## src/rtl/mmu_req_arbiter_pkg.sv

```systemverilog
// Shared constants and types for the MMU request arbiter: source tags, FSM
// state encodings and the fixed instruction-fetch access order.
package mmu_req_arbiter_pkg;

    localparam logic ARB_TAG_IF = 1'b0;
    localparam logic ARB_TAG_LS = 1'b1;

    localparam logic [1:0] ARB_STT_RUN   = 2'h0;
    localparam logic [1:0] ARB_STT_DRAIN = 2'h1;
    localparam logic [1:0] ARB_STT_FLASH = 2'h2;

    // Instruction fetch is always a word access
    localparam logic [1:0] ARB_IF_ORDER = 2'h2;

    typedef enum logic [1:0] {
        STT_RUN   = ARB_STT_RUN,
        STT_DRAIN = ARB_STT_DRAIN,
        STT_FLASH = ARB_STT_FLASH
    } arb_state_e;

endpackage

```

## src/rtl/mmu_req_arbiter_if.sv

```systemverilog
// Bundle of requester, MMU and flush signals around the arbiter.
// slave = arbiter view, master = surrounding core/MMU view.
interface mmu_req_arbiter_if;

    logic        iIF_REQ;
    logic        oIF_LOCK;
    logic [1:0]  iIF_MODE;
    logic [31:0] iIF_PDT;
    logic [31:0] iIF_ADDR;
    logic        oIF_VALID;

    logic        iLS_REQ;
    logic        oLS_LOCK;
    logic        iLS_DATA_STORE_ACK;
    logic [1:0]  iLS_MODE;
    logic [31:0] iLS_PDT;
    logic [1:0]  iLS_ORDER;
    logic        iLS_RW;
    logic [31:0] iLS_ADDR;
    logic [31:0] iLS_DATA;
    logic        oLS_VALID;

    logic [63:0] oRESP_DATA;
    logic        iTLB_FLUSH_REQ;
    logic        oTLB_FLUSH_DONE;

    logic        oMMU_REQ;
    logic        oMMU_DATA_STORE_ACK;
    logic [1:0]  oMMU_MODE;
    logic [31:0] oMMU_PDT;
    logic [1:0]  oMMU_ORDER;
    logic        oMMU_RW;
    logic [31:0] oMMU_ADDR;
    logic [31:0] oMMU_DATA;
    logic        iMMU_LOCK;
    logic        oMMU_TLB_FLASH;
    logic        iMMU_VALID;
    logic [63:0] iMMU_DATA;
    logic        oPROTOCOL_ERR;

    modport slave (
        input  iIF_REQ, iIF_MODE, iIF_PDT, iIF_ADDR,
        input  iLS_REQ, iLS_DATA_STORE_ACK, iLS_MODE, iLS_PDT, iLS_ORDER,
        input  iLS_RW, iLS_ADDR, iLS_DATA,
        input  iTLB_FLUSH_REQ, iMMU_LOCK, iMMU_VALID, iMMU_DATA,
        output oIF_LOCK, oIF_VALID, oLS_LOCK, oLS_VALID, oRESP_DATA,
        output oTLB_FLUSH_DONE, oMMU_REQ, oMMU_DATA_STORE_ACK, oMMU_MODE,
        output oMMU_PDT, oMMU_ORDER, oMMU_RW, oMMU_ADDR, oMMU_DATA,
        output oMMU_TLB_FLASH, oPROTOCOL_ERR
    );

    modport master (
        output iIF_REQ, iIF_MODE, iIF_PDT, iIF_ADDR,
        output iLS_REQ, iLS_DATA_STORE_ACK, iLS_MODE, iLS_PDT, iLS_ORDER,
        output iLS_RW, iLS_ADDR, iLS_DATA,
        output iTLB_FLUSH_REQ, iMMU_LOCK, iMMU_VALID, iMMU_DATA,
        input  oIF_LOCK, oIF_VALID, oLS_LOCK, oLS_VALID, oRESP_DATA,
        input  oTLB_FLUSH_DONE, oMMU_REQ, oMMU_DATA_STORE_ACK, oMMU_MODE,
        input  oMMU_PDT, oMMU_ORDER, oMMU_RW, oMMU_ADDR, oMMU_DATA,
        input  oMMU_TLB_FLASH, oPROTOCOL_ERR
    );

endinterface

```

## src/rtl/mmu_arb_tag_fifo.sv

```systemverilog
// In-order 1-bit source-tag FIFO; head is read combinationally so a
// response can be routed in the same cycle it arrives.
module mmu_arb_tag_fifo #(
    parameter int DEPTH = 4,
    parameter int AW    = 2
) (
    input  logic        iCLOCK,
    input  logic        inRESET,
    input  logic        push_i,
    input  logic        pop_i,
    input  logic        data_i,
    output logic        data_o,
    output logic        full_o,
    output logic        empty_o,
    output logic [AW:0] count_o
);

    logic          mem_q [DEPTH];
    logic [AW-1:0] wr_ptr_q, wr_ptr_d;
    logic [AW-1:0] rd_ptr_q, rd_ptr_d;
    logic [AW:0]   count_q, count_d;

    always_comb begin
        wr_ptr_d = push_i ? wr_ptr_q + 1'b1 : wr_ptr_q;
        rd_ptr_d = pop_i  ? rd_ptr_q + 1'b1 : rd_ptr_q;
        count_d  = count_q;
        if (push_i && !pop_i) begin
            count_d = count_q + 1'b1;
        end else if (!push_i && pop_i) begin
            count_d = count_q - 1'b1;
        end
    end

    always_ff @(posedge iCLOCK or negedge inRESET) begin
        if (!inRESET) begin
            wr_ptr_q <= '0;
            rd_ptr_q <= '0;
            count_q  <= '0;
        end else begin
            wr_ptr_q <= wr_ptr_d;
            rd_ptr_q <= rd_ptr_d;
            count_q  <= count_d;
        end
    end

    // Storage needs no reset: only slots between the pointers are ever read
    always_ff @(posedge iCLOCK) begin
        if (push_i) begin
            mem_q[wr_ptr_q] <= data_i;
        end
    end

    assign data_o  = mem_q[rd_ptr_q];
    assign full_o  = (count_q == (AW+1)'(DEPTH));
    assign empty_o = (count_q == '0);
    assign count_o = count_q;

endmodule

```

## src/rtl/mmu_req_arbiter.sv

```systemverilog
// Shares the MMU logic-request port between fetch and load/store and sequences
// TLB flushes. Define MMU_ARB_ROUND_ROBIN_EN for round-robin contested grants.
module mmu_req_arbiter
    import mmu_req_arbiter_pkg::*;
#(
    parameter int OUTSTANDING   = 4,
    parameter int OUTSTANDING_W = 2
) (
    input  logic              iCLOCK,
    input  logic              inRESET,
    mmu_req_arbiter_if.slave  bus
);

    arb_state_e             state_q;
    logic                   flash_q;
    logic                   done_q;
    logic                   err_q;

    logic                   fifo_head;
    logic                   fifo_full;
    logic                   fifo_empty;
    logic [OUTSTANDING_W:0] fifo_count;

    logic                   pop;
    logic                   can_grant;
    logic                   ls_wins;
    logic                   grant_if;
    logic                   grant_ls;

    assign pop = bus.iMMU_VALID && !fifo_empty;

    // A flush request in RUN suppresses grants in that same cycle
    assign can_grant = (state_q == STT_RUN) && !bus.iTLB_FLUSH_REQ &&
                       !bus.iMMU_LOCK && (!fifo_full || pop);

`ifdef MMU_ARB_ROUND_ROBIN_EN
    logic rr_q;

    assign ls_wins = (rr_q == ARB_TAG_LS);

    // Only contested grants move the pointer, and always to the loser
    always_ff @(posedge iCLOCK or negedge inRESET) begin
        if (!inRESET) begin
            rr_q <= ARB_TAG_IF;
        end else if (can_grant && bus.iIF_REQ && bus.iLS_REQ) begin
            rr_q <= grant_ls ? ARB_TAG_IF : ARB_TAG_LS;
        end
    end
`else
    assign ls_wins = 1'b1;
`endif

    assign grant_ls = can_grant && bus.iLS_REQ && (!bus.iIF_REQ || ls_wins);
    assign grant_if = can_grant && bus.iIF_REQ && !grant_ls;

    assign bus.oIF_LOCK = (bus.iIF_REQ && !grant_if) || bus.iMMU_LOCK || (state_q != STT_RUN);
    assign bus.oLS_LOCK = (bus.iLS_REQ && !grant_ls) || bus.iMMU_LOCK || (state_q != STT_RUN);

    always_comb begin
        bus.oMMU_REQ = grant_if || grant_ls;
        if (grant_ls) begin
            bus.oMMU_DATA_STORE_ACK = bus.iLS_DATA_STORE_ACK;
            bus.oMMU_MODE           = bus.iLS_MODE;
            bus.oMMU_PDT            = bus.iLS_PDT;
            bus.oMMU_ORDER          = bus.iLS_ORDER;
            bus.oMMU_RW             = bus.iLS_RW;
            bus.oMMU_ADDR           = bus.iLS_ADDR;
            bus.oMMU_DATA           = bus.iLS_DATA;
        end else begin
            bus.oMMU_DATA_STORE_ACK = 1'b0;
            bus.oMMU_MODE           = bus.iIF_MODE;
            bus.oMMU_PDT            = bus.iIF_PDT;
            bus.oMMU_ORDER          = ARB_IF_ORDER;
            bus.oMMU_RW             = 1'b0;
            bus.oMMU_ADDR           = bus.iIF_ADDR;
            bus.oMMU_DATA           = 32'h0;
        end
    end

    mmu_arb_tag_fifo #(
        .DEPTH (OUTSTANDING),
        .AW    (OUTSTANDING_W)
    ) u_tag_fifo (
        .iCLOCK  (iCLOCK),
        .inRESET (inRESET),
        .push_i  (grant_if || grant_ls),
        .pop_i   (pop),
        .data_i  (grant_ls ? ARB_TAG_LS : ARB_TAG_IF),
        .data_o  (fifo_head),
        .full_o  (fifo_full),
        .empty_o (fifo_empty),
        .count_o (fifo_count)
    );

    assign bus.oIF_VALID  = pop && (fifo_head == ARB_TAG_IF);
    assign bus.oLS_VALID  = pop && (fifo_head == ARB_TAG_LS);
    assign bus.oRESP_DATA = bus.iMMU_DATA;

    // Flush merges: requests seen outside RUN are absorbed by the current flush
    always_ff @(posedge iCLOCK or negedge inRESET) begin
        if (!inRESET) begin
            state_q <= STT_RUN;
            flash_q <= 1'b0;
            done_q  <= 1'b0;
            err_q   <= 1'b0;
        end else begin
            done_q <= 1'b0;
            if (bus.iMMU_VALID && fifo_empty) begin
                err_q <= 1'b1;
            end
            case (state_q)
                STT_RUN: begin
                    if (bus.iTLB_FLUSH_REQ) begin
                        state_q <= STT_DRAIN;
                    end
                end
                STT_DRAIN: begin
                    if ((fifo_count == '0) && !bus.iMMU_LOCK) begin
                        state_q <= STT_FLASH;
                        flash_q <= 1'b1;
                    end
                end
                STT_FLASH: begin
                    state_q <= STT_RUN;
                    flash_q <= 1'b0;
                    done_q  <= 1'b1;
                end
                default: begin
                    state_q <= STT_RUN;
                    flash_q <= 1'b0;
                end
            endcase
        end
    end

    assign bus.oMMU_TLB_FLASH  = flash_q;
    assign bus.oTLB_FLUSH_DONE = done_q;
    assign bus.oPROTOCOL_ERR   = err_q;

endmodule

```

## src/flat_wrapper.sv

```systemverilog
// flat-port wrapper written by rule: the top's interface ports become plain ports
module mmu_req_arbiter_flat import mmu_req_arbiter_pkg::*;
#(
    parameter int OUTSTANDING   = 4,
    parameter int OUTSTANDING_W = 2
)
  (iCLOCK, inRESET, bus_iIF_REQ, bus_iIF_MODE, bus_iIF_PDT, bus_iIF_ADDR, bus_iLS_REQ, bus_iLS_DATA_STORE_ACK, bus_iLS_MODE, bus_iLS_PDT, bus_iLS_ORDER, bus_iLS_RW, bus_iLS_ADDR, bus_iLS_DATA, bus_iTLB_FLUSH_REQ, bus_iMMU_LOCK, bus_iMMU_VALID, bus_iMMU_DATA, bus_oIF_LOCK, bus_oIF_VALID, bus_oLS_LOCK, bus_oLS_VALID, bus_oRESP_DATA, bus_oTLB_FLUSH_DONE, bus_oMMU_REQ, bus_oMMU_DATA_STORE_ACK, bus_oMMU_MODE, bus_oMMU_PDT, bus_oMMU_ORDER, bus_oMMU_RW, bus_oMMU_ADDR, bus_oMMU_DATA, bus_oMMU_TLB_FLASH, bus_oPROTOCOL_ERR);
  mmu_req_arbiter_if bus_i ();
  input  logic iCLOCK;
  input  logic inRESET;
  input wire logic [$bits(bus_i.iIF_REQ)-1:0] bus_iIF_REQ;
  input wire logic [$bits(bus_i.iIF_MODE)-1:0] bus_iIF_MODE;
  input wire logic [$bits(bus_i.iIF_PDT)-1:0] bus_iIF_PDT;
  input wire logic [$bits(bus_i.iIF_ADDR)-1:0] bus_iIF_ADDR;
  input wire logic [$bits(bus_i.iLS_REQ)-1:0] bus_iLS_REQ;
  input wire logic [$bits(bus_i.iLS_DATA_STORE_ACK)-1:0] bus_iLS_DATA_STORE_ACK;
  input wire logic [$bits(bus_i.iLS_MODE)-1:0] bus_iLS_MODE;
  input wire logic [$bits(bus_i.iLS_PDT)-1:0] bus_iLS_PDT;
  input wire logic [$bits(bus_i.iLS_ORDER)-1:0] bus_iLS_ORDER;
  input wire logic [$bits(bus_i.iLS_RW)-1:0] bus_iLS_RW;
  input wire logic [$bits(bus_i.iLS_ADDR)-1:0] bus_iLS_ADDR;
  input wire logic [$bits(bus_i.iLS_DATA)-1:0] bus_iLS_DATA;
  input wire logic [$bits(bus_i.iTLB_FLUSH_REQ)-1:0] bus_iTLB_FLUSH_REQ;
  input wire logic [$bits(bus_i.iMMU_LOCK)-1:0] bus_iMMU_LOCK;
  input wire logic [$bits(bus_i.iMMU_VALID)-1:0] bus_iMMU_VALID;
  input wire logic [$bits(bus_i.iMMU_DATA)-1:0] bus_iMMU_DATA;
  output wire logic [$bits(bus_i.oIF_LOCK)-1:0] bus_oIF_LOCK;
  output wire logic [$bits(bus_i.oIF_VALID)-1:0] bus_oIF_VALID;
  output wire logic [$bits(bus_i.oLS_LOCK)-1:0] bus_oLS_LOCK;
  output wire logic [$bits(bus_i.oLS_VALID)-1:0] bus_oLS_VALID;
  output wire logic [$bits(bus_i.oRESP_DATA)-1:0] bus_oRESP_DATA;
  output wire logic [$bits(bus_i.oTLB_FLUSH_DONE)-1:0] bus_oTLB_FLUSH_DONE;
  output wire logic [$bits(bus_i.oMMU_REQ)-1:0] bus_oMMU_REQ;
  output wire logic [$bits(bus_i.oMMU_DATA_STORE_ACK)-1:0] bus_oMMU_DATA_STORE_ACK;
  output wire logic [$bits(bus_i.oMMU_MODE)-1:0] bus_oMMU_MODE;
  output wire logic [$bits(bus_i.oMMU_PDT)-1:0] bus_oMMU_PDT;
  output wire logic [$bits(bus_i.oMMU_ORDER)-1:0] bus_oMMU_ORDER;
  output wire logic [$bits(bus_i.oMMU_RW)-1:0] bus_oMMU_RW;
  output wire logic [$bits(bus_i.oMMU_ADDR)-1:0] bus_oMMU_ADDR;
  output wire logic [$bits(bus_i.oMMU_DATA)-1:0] bus_oMMU_DATA;
  output wire logic [$bits(bus_i.oMMU_TLB_FLASH)-1:0] bus_oMMU_TLB_FLASH;
  output wire logic [$bits(bus_i.oPROTOCOL_ERR)-1:0] bus_oPROTOCOL_ERR;
  assign bus_i.iIF_REQ = bus_iIF_REQ;
  assign bus_i.iIF_MODE = bus_iIF_MODE;
  assign bus_i.iIF_PDT = bus_iIF_PDT;
  assign bus_i.iIF_ADDR = bus_iIF_ADDR;
  assign bus_i.iLS_REQ = bus_iLS_REQ;
  assign bus_i.iLS_DATA_STORE_ACK = bus_iLS_DATA_STORE_ACK;
  assign bus_i.iLS_MODE = bus_iLS_MODE;
  assign bus_i.iLS_PDT = bus_iLS_PDT;
  assign bus_i.iLS_ORDER = bus_iLS_ORDER;
  assign bus_i.iLS_RW = bus_iLS_RW;
  assign bus_i.iLS_ADDR = bus_iLS_ADDR;
  assign bus_i.iLS_DATA = bus_iLS_DATA;
  assign bus_i.iTLB_FLUSH_REQ = bus_iTLB_FLUSH_REQ;
  assign bus_i.iMMU_LOCK = bus_iMMU_LOCK;
  assign bus_i.iMMU_VALID = bus_iMMU_VALID;
  assign bus_i.iMMU_DATA = bus_iMMU_DATA;
  assign bus_oIF_LOCK = bus_i.oIF_LOCK;
  assign bus_oIF_VALID = bus_i.oIF_VALID;
  assign bus_oLS_LOCK = bus_i.oLS_LOCK;
  assign bus_oLS_VALID = bus_i.oLS_VALID;
  assign bus_oRESP_DATA = bus_i.oRESP_DATA;
  assign bus_oTLB_FLUSH_DONE = bus_i.oTLB_FLUSH_DONE;
  assign bus_oMMU_REQ = bus_i.oMMU_REQ;
  assign bus_oMMU_DATA_STORE_ACK = bus_i.oMMU_DATA_STORE_ACK;
  assign bus_oMMU_MODE = bus_i.oMMU_MODE;
  assign bus_oMMU_PDT = bus_i.oMMU_PDT;
  assign bus_oMMU_ORDER = bus_i.oMMU_ORDER;
  assign bus_oMMU_RW = bus_i.oMMU_RW;
  assign bus_oMMU_ADDR = bus_i.oMMU_ADDR;
  assign bus_oMMU_DATA = bus_i.oMMU_DATA;
  assign bus_oMMU_TLB_FLASH = bus_i.oMMU_TLB_FLASH;
  assign bus_oPROTOCOL_ERR = bus_i.oPROTOCOL_ERR;
  mmu_req_arbiter #(.OUTSTANDING(OUTSTANDING), .OUTSTANDING_W(OUTSTANDING_W)) u_core (.iCLOCK(iCLOCK), .inRESET(inRESET), .bus(bus_i));
endmodule
```

## config.mk

```make
export PLATFORM = sky130hd
export DESIGN_NAME = mmu_req_arbiter_flat
export DESIGN_NICKNAME = d
export VERILOG_FILES = /design/src/rtl/mmu_req_arbiter_pkg.sv /design/src/rtl/mmu_req_arbiter_if.sv /design/src/rtl/mmu_arb_tag_fifo.sv /design/src/rtl/mmu_req_arbiter.sv /design/src/flat_wrapper.sv
export SDC_FILE = /design/constraint.sdc
export NUM_CORES = 1
export LEC_CHECK = 0
export ABC_AREA = 1
export BUFFER_PORTS_ARGS = -buffer_cell sky130_fd_sc_hd__buf_2
export CAP_MARGIN = 40
export CORE_AREA = 2 2 159 161
export DETAILED_ROUTE_END_ITERATION = 6
export DIE_AREA = 0 0 161 163
export GPL_TIMING_DRIVEN = 0
export PLACE_DENSITY_LB_ADDON = 0.08
export SYNTH_ARGS = -nofsm -noshare
export SYNTH_HDL_FRONTEND = slang
export SYNTH_SLANG_ARGS = --single-unit
```

## constraint.sdc

```tcl
create_clock -name iCLOCK -period 2.2 [get_ports iCLOCK]
set_clock_uncertainty 0.2 [all_clocks]
set_input_delay 0.22 -clock iCLOCK [delete_from_list [all_inputs] [get_ports iCLOCK]]
set_output_delay 0.22 -clock iCLOCK [all_outputs]
set_load 0.02 [all_outputs]
```

======== After elaboration in Yosys (flattened, before gate mapping) ========
Memories as Yosys holds them, arrays and structs flattened.
Index checks and enable logic that the tools add are counted.
cells by class
  add/sub/neg operators ................... 4
  equal/unequal tests ..................... 5
  muxes and demuxes ....................... 18
  bitwise gates (word level) .............. 2
  reductions and logical operators ........ 35
operators by type and width
  cell                 number
  $mux 32              3
  $logic_and 1x1->1    15
  $logic_not 1->1      8
  $mux 2               4
  $mux 1               7
  $logic_or 1x1->1     6
  $mux 3               2
  $add 2x1->2 const B  2
  $pmux 2 s2           1
  $reduce_and 2->1     2
  $reduce_bool 2->1    2
  $add 3x1->3 const B  1
  $eq 3x3->1 const B   1
  $logic_not 3->1      1
  $sub 3x1->3 const B  1
  $eq 2x1->1 const B   1
  $eq 2x2->1 const B   1
  $logic_not 2->1      1
  $ne 2x1->1 const B   1
  $ne 2x2->1 const B   1
  $not 1->1            2
  $pmux 1 s2           1
word-level totals
  register bits ........................... 12
  RAM bits ................................ 4
  output and inout port bits .............. 174
  word-level logic and storage cells ...... 72
  memories ................................ 1
memories
  memory                   words  bits a word  rd ports  clocked after Yosys merged registers in  write ports  RTL line                text
  u_core.u_tag_fifo.mem_q  4      1            1         0                                        1            mmu_arb_tag_fifo.sv:18  logic mem_q [DEPTH];

======== Depth between registers and ports, before layout ========
  depth in word-level cells ............... 13
  mapped depth ............................ 12
  mapped depth without buffers ............ 12

======== By module ========
Synthesis repeated with hierarchy kept, for this count alone.
second synthesis, totals
  cell total of the unflattened synthesis .. 461
  area total of the unflattened synthesis .. 2,701.3 um^2
modules (own cells, without submodules)
  module            times used  cells an instance  area an instance (um^2)
  mmu_req_arbiter   1           403                2,134.5
  mmu_arb_tag_fifo  1           58                 566.8

======== Worst setup path before layout ========
Ideal clock, no wire load.
  path kind ............................... flip-flop to flip-flop
  from .................................... register u_core.state_q[0]
  to ...................................... register u_core.u_tag_fifo.count_q[2] (netlist: u_core.u_tag_fifo.count_o[2])
  data arrival time ....................... 1.984 ns
  data required time ...................... 1.877 ns
  setup slack ............................. -0.107 ns
  stages on the path, launching flop included .. 12
  period minus slack after synthesis ...... 2.307 ns
  cell sequence ........................... dfrtp_1 > nor2_1 > nand2_1 > nor2_4 > nand3_1 > inv_1 > ha_1 > inv_1 > fa_1 > nand2_1 > nand3_1 > xor2_1
on the way
  longest elaborated chain between the ends .. 11
  elaborated cells between the ends (all ways) .. 14
  those cells by class .................... mux (1); reduce/logical (13)
RTL lines
  what                               RTL line                text
  start, declared                    mmu_req_arbiter.sv:14   arb_state_e state_q;
  start signal, assigned             mmu_req_arbiter.sv:102  state_q <= STT_RUN;
  start signal, assigned             mmu_req_arbiter.sv:114  state_q <= STT_DRAIN;
  start signal, assigned             mmu_req_arbiter.sv:119  state_q <= STT_FLASH;
  $logic_not 2->1 *                  mmu_req_arbiter.sv:33   assign can_grant = (state_q == STT_RUN) && !bus.iTLB_FLUSH_REQ &&
  $logic_and 1x1->1 * (2 in series)  mmu_req_arbiter.sv:33
  $logic_and 1x1->1 *                mmu_req_arbiter.sv:34   !bus.iMMU_LOCK && (!fifo_full || pop);
  $logic_and 1x1->1                  mmu_req_arbiter.sv:53   assign grant_ls = can_grant && bus.iLS_REQ && (!bus.iIF_REQ || ls_wins);
  $logic_not 1->1                    mmu_req_arbiter.sv:54   assign grant_if = can_grant && bus.iIF_REQ && !grant_ls;
  $logic_and 1x1->1                  mmu_req_arbiter.sv:54
  $logic_or 1x1->1 *                 n/a
  via bus_oMMU_REQ                   flat_wrapper.sv:33      output wire logic [$bits(bus_i.oMMU_REQ)-1:0] bus_oMMU_REQ;
  $logic_not 1->1                    mmu_arb_tag_fifo.sv:29  end else if (!push_i && pop_i) begin
  $logic_and 1x1->1                  mmu_arb_tag_fifo.sv:29
  $reduce_bool 2->1 (no line)        n/a
  end signal, assigned               mmu_arb_tag_fifo.sv:42  count_q <= count_d;
  end, declared                      mmu_arb_tag_fifo.sv:21  logic [AW:0] count_q, count_d;
Mark *: on every way through the listed nets, which the timed path passes. The rest lies on a longest branch.
A chain may end at the register's enable or synchronous reset.

======== Worst setup path after layout ========
  from .................................... register u_core.state_q[1]
  to ...................................... output bus_oMMU_ADDR[22]
on the way
  longest elaborated chain between the ends .. 6
RTL lines
  what                             RTL line               text
  $logic_not 2->1                  mmu_req_arbiter.sv:33
  $logic_and 1x1->1 (2 in series)  mmu_req_arbiter.sv:33
  $logic_and 1x1->1                mmu_req_arbiter.sv:34
  $logic_and 1x1->1                mmu_req_arbiter.sv:53
  $mux 32                          mmu_req_arbiter.sv:61  if (grant_ls) begin
  end, declared                    flat_wrapper.sv:39     output wire logic [$bits(bus_i.oMMU_ADDR)-1:0] bus_oMMU_ADDR;
No other way between the ends.

==> impl_metrics.toml <==
[sta]
slew_viol_final = 0
tightestPinTransition_ps = 659
fmax_ghz = 0.453
timing.hold.ws_ps = 79.9
setup_ws_ps = -8.89
period_share_pct = 100
finalHoldViolations = 0
fin_crit_ps = 2210
setup_viol = 9
relSlewSlack_pct = 56.0
grt_setup_unrepaired = "true"

[synth]
synth_nets = 712
synth-seq-cells = 16
yosys-top-cells-count = "154 x nand2_1, 70 x buf_4, 68 x nand4_1"
ys_warn_count = 0
synth_compound_area_share_pct = 2.11
synth_cell_type_count = 23
synth.top_cells.by_area = "nand2_1 22%, buf_4 20%, nand4_1 16%"
synth_edf_count = 4
synth.avg_cell_area_um2 = 5.72
synth-seq-area-share_pct = 15.7
synth_flop_cell = "dfrtp_1"
synth_xor_area_share_pct = 0.655
synth_fa_ha_area_share_pct = 3.09
synth_mux_area_share_pct = 0
synth.top_cell.area_share_pct = 21.6
yosys.area_share.simple_pct = 46.3
syn_area_mm2 = 0.00267
async_reset_ff_share_pct = 75.0
synth_top_area_cell = "nand2_1"
synthMostInstantiatedCell = "nand2_1"
syn_inst = 467
synth_top_family_by_area = "simple AND/OR/NAND/NOR gates"

[floorplan]
rows = 58
die_w_um = 161
die_h_um = 163
io_pins = 413
die_area_mm2 = 0.0262
design.core.area_mm2 = 0.0247
start_util_pct = 10.8

[power]
p_leak_uw = 0.00357
ir_drop_v = 0.000284
powerDensity_mw_per_mm2 = 502

[global_routing]
grt-ovfl-total = 0
groute.usage.overall_pct = 11.5
busiest_layer = "met2"
use_met2_pct = 23.9
grt_pass1_wl_um = 23700
antenna_found_initial = 0
grt_pass1_vias = 4205
grt_max_degree = 13
use_met1_pct = 12.5
use_met3_pct = 2.04

[cts]
cts_num_sinks = 16
cts_root_buffer = "clkbuf_16"
h-tree-depth = 1
cts-buffers-inserted = 3
cts_tree = "yes"
cts_buffer_depth = 2
path_clk_slew_ps = 50
clock_latency_ps = 250

[flow_run]
maxCapViolations = 0

[cells_and_area]
layout.nets = 1091
syn_to_final_growth_pct = 140
fin_cells = 1175
diodes = 0
drive_gt1_share_pct = 70.1

[setup_path]
arrival_ps = 1790
path_cells = "nor2_2 > nand2_2 > nor2_4 > buf_6 > nand3_4 > buf_16 > clkbuf_16 > nand2_1 > nand2_1 > buf_6"
cpLargestDelayFamily = "buffers and inverters"
worst_ep_required_time_ps = 1780
critPathCaptureType = "output port"
cp_slowest_cell = "dfrtp_1"
rrSetupSlack_ps = 40
critPathKind = "reg2out"
crit_fanout = 8
setup.worst_path.start_class = "register"
max_stage_delay_ps = 400
crit_buf_inv = 4

[detailed_routing]
drc_errors = 0
viasPerCell = 3.63
drt-total-wl_um = 16900
first_pass_iters = 4
wl_per_cell_um = 14.4
num_vias = 4268
drt_iter0_markers = 131
drtAntennaViolNets = 0

[place]
place_inst = 1144
pre_cts_ws_ps = -372
finalWeightedCongestion = 0.727
port_buffers = 347
dpl.hpwl_um = 13700

[status]
violations = "setup timing"
status = "complete, but fails checks"

[hold_path]
hp-class = "in2reg"
through the flow:
stage | power (uW) | util, % | setup TNS, ps | cell area (um^2)
5_1_grt | 3480 | 26.0 | -10800 | 6420
2_1_floorplan | 1560 | - | 0 | 2680
6_report | 3220 | 26.0 | -33.9 | 6420
4_1_cts | 3020 | 23.2 | -3200 | 5720
3_3_place_gp | 2260 | 19.6 | -17720 | 4830
3_5_place_dp | 2240 | 19.6 | -19020 | 4830
state kept, by name (all words and copies together), names as in the netlist:
name,flops
u_core.u_tag_fifo.rd_ptr_q,2
u_core.bus.oPROTOCOL_ERR,1
u_core.bus.oTLB_FLUSH_DONE,1
u_core.u_tag_fifo.wr_ptr_q,2
u_core.u_tag_fifo.count_o,3
u_core.state_q,2
u_core.u_tag_fifo.mem_q,4
u_core.bus.oMMU_TLB_FLASH,1
worst reg2reg max path: stages (launching register included):
cell and delay, ps:
dfrtp_1 400, nor2_2 130, nand2_2 70, nor2_4 100, buf_4 140, nand3_4 70, inv_2 70, ha_1 170
inv_2 50, fa_2 330, nand2_1 70, nand3_1 80, xor2_1 170
worst paths after layout:
kind,depth (start not counted),startpoint,endpoint
worst max register to register,12,u_core.state_q[1],u_core.u_tag_fifo.count_o[2]
worst min register to register,2,u_core.bus.oMMU_TLB_FLASH,u_core.bus.oMMU_TLB_FLASH
max in group asynchronous,2,inRESET,u_core.u_tag_fifo.count_o[1]
min in group asynchronous,2,inRESET,u_core.u_tag_fifo.count_o[0]
worst max-delay path,10,u_core.state_q[1],bus_oMMU_ADDR[22]
worst min-delay path,3,bus_iMMU_VALID,u_core.u_tag_fifo.rd_ptr_q[0]
area by class of cell:
type | instances | area (um^2)
inverter | 58 | 221
multi-input combinational | 296 | 1890
tap | 330 | 413
sequential | 16 | 422
buffer | 97 | 791
fill | 2846 | 18300
clock buffer | 4 | 88.8
timing repair buffer | 374 | 2590
layer usage:
layer | share of wire (%) | routed length, um
met1 | 35 | 5970
met3 | 6.4 | 1070
met5 | 0 | 0
met4 | 0.29 | 49
met2 | 58 | 9800
power breakdown:
group	switching (uW)	internal, uW
logic	1290	1040
registers	86.9	407
clock network	120	276
total	1490	1730
cell families (layout without fill, tap and decap cells):
group	Yosys count	count (layout)
flip-flops	16	16
XOR/XNOR	2	2
adder cells (fa/ha/maj)	6	6
AND/OR/NAND/NOR	278	278
buffers and inverters	155	533
AO/OA/AOI/OAI	10	10
repair_timing:
action,4_1_cts,5_1_grt
resized for setup,193,182
endpoints found under the setup margin,108,106
cloned,5,4
endpoints found under the hold margin,12,0
hold buffers,1,0
pin swaps,8,10
buffers inserted,14,3
cell usage in the layout, fill, tap and decap left out, types with 2 or more instances in the layout:
master / synthesis / routed
clkbuf_8: 0 / 4
a21oi_1: 3 / 3
o21ai_0: 4 / 4
clkbuf_2: 0 / 7
clkbuf_16: 0 / 7
buf_4: 70 / 99
buf_16: 0 / 4
edfxtp_1: 4 / 4
inv_1: 58 / 55
buf_2: 10 / 263
nor3_1: 2 / 2
buf_12: 0 / 4
clkbuf_1: 15 / 5
nand4_1: 68 / 68
ha_1: 5 / 5
buf_6: 0 / 73
nor2_2: 0 / 8
nand3_4: 0 / 3
dfrtp_1: 12 / 11
nand2_4: 0 / 24
nor2_4: 1 / 12
buf_8: 0 / 7
nand2_2: 0 / 72
inv_2: 0 / 2
nand2_1: 154 / 58
nor2_1: 49 / 30
(Power assumes the default switching activity.)
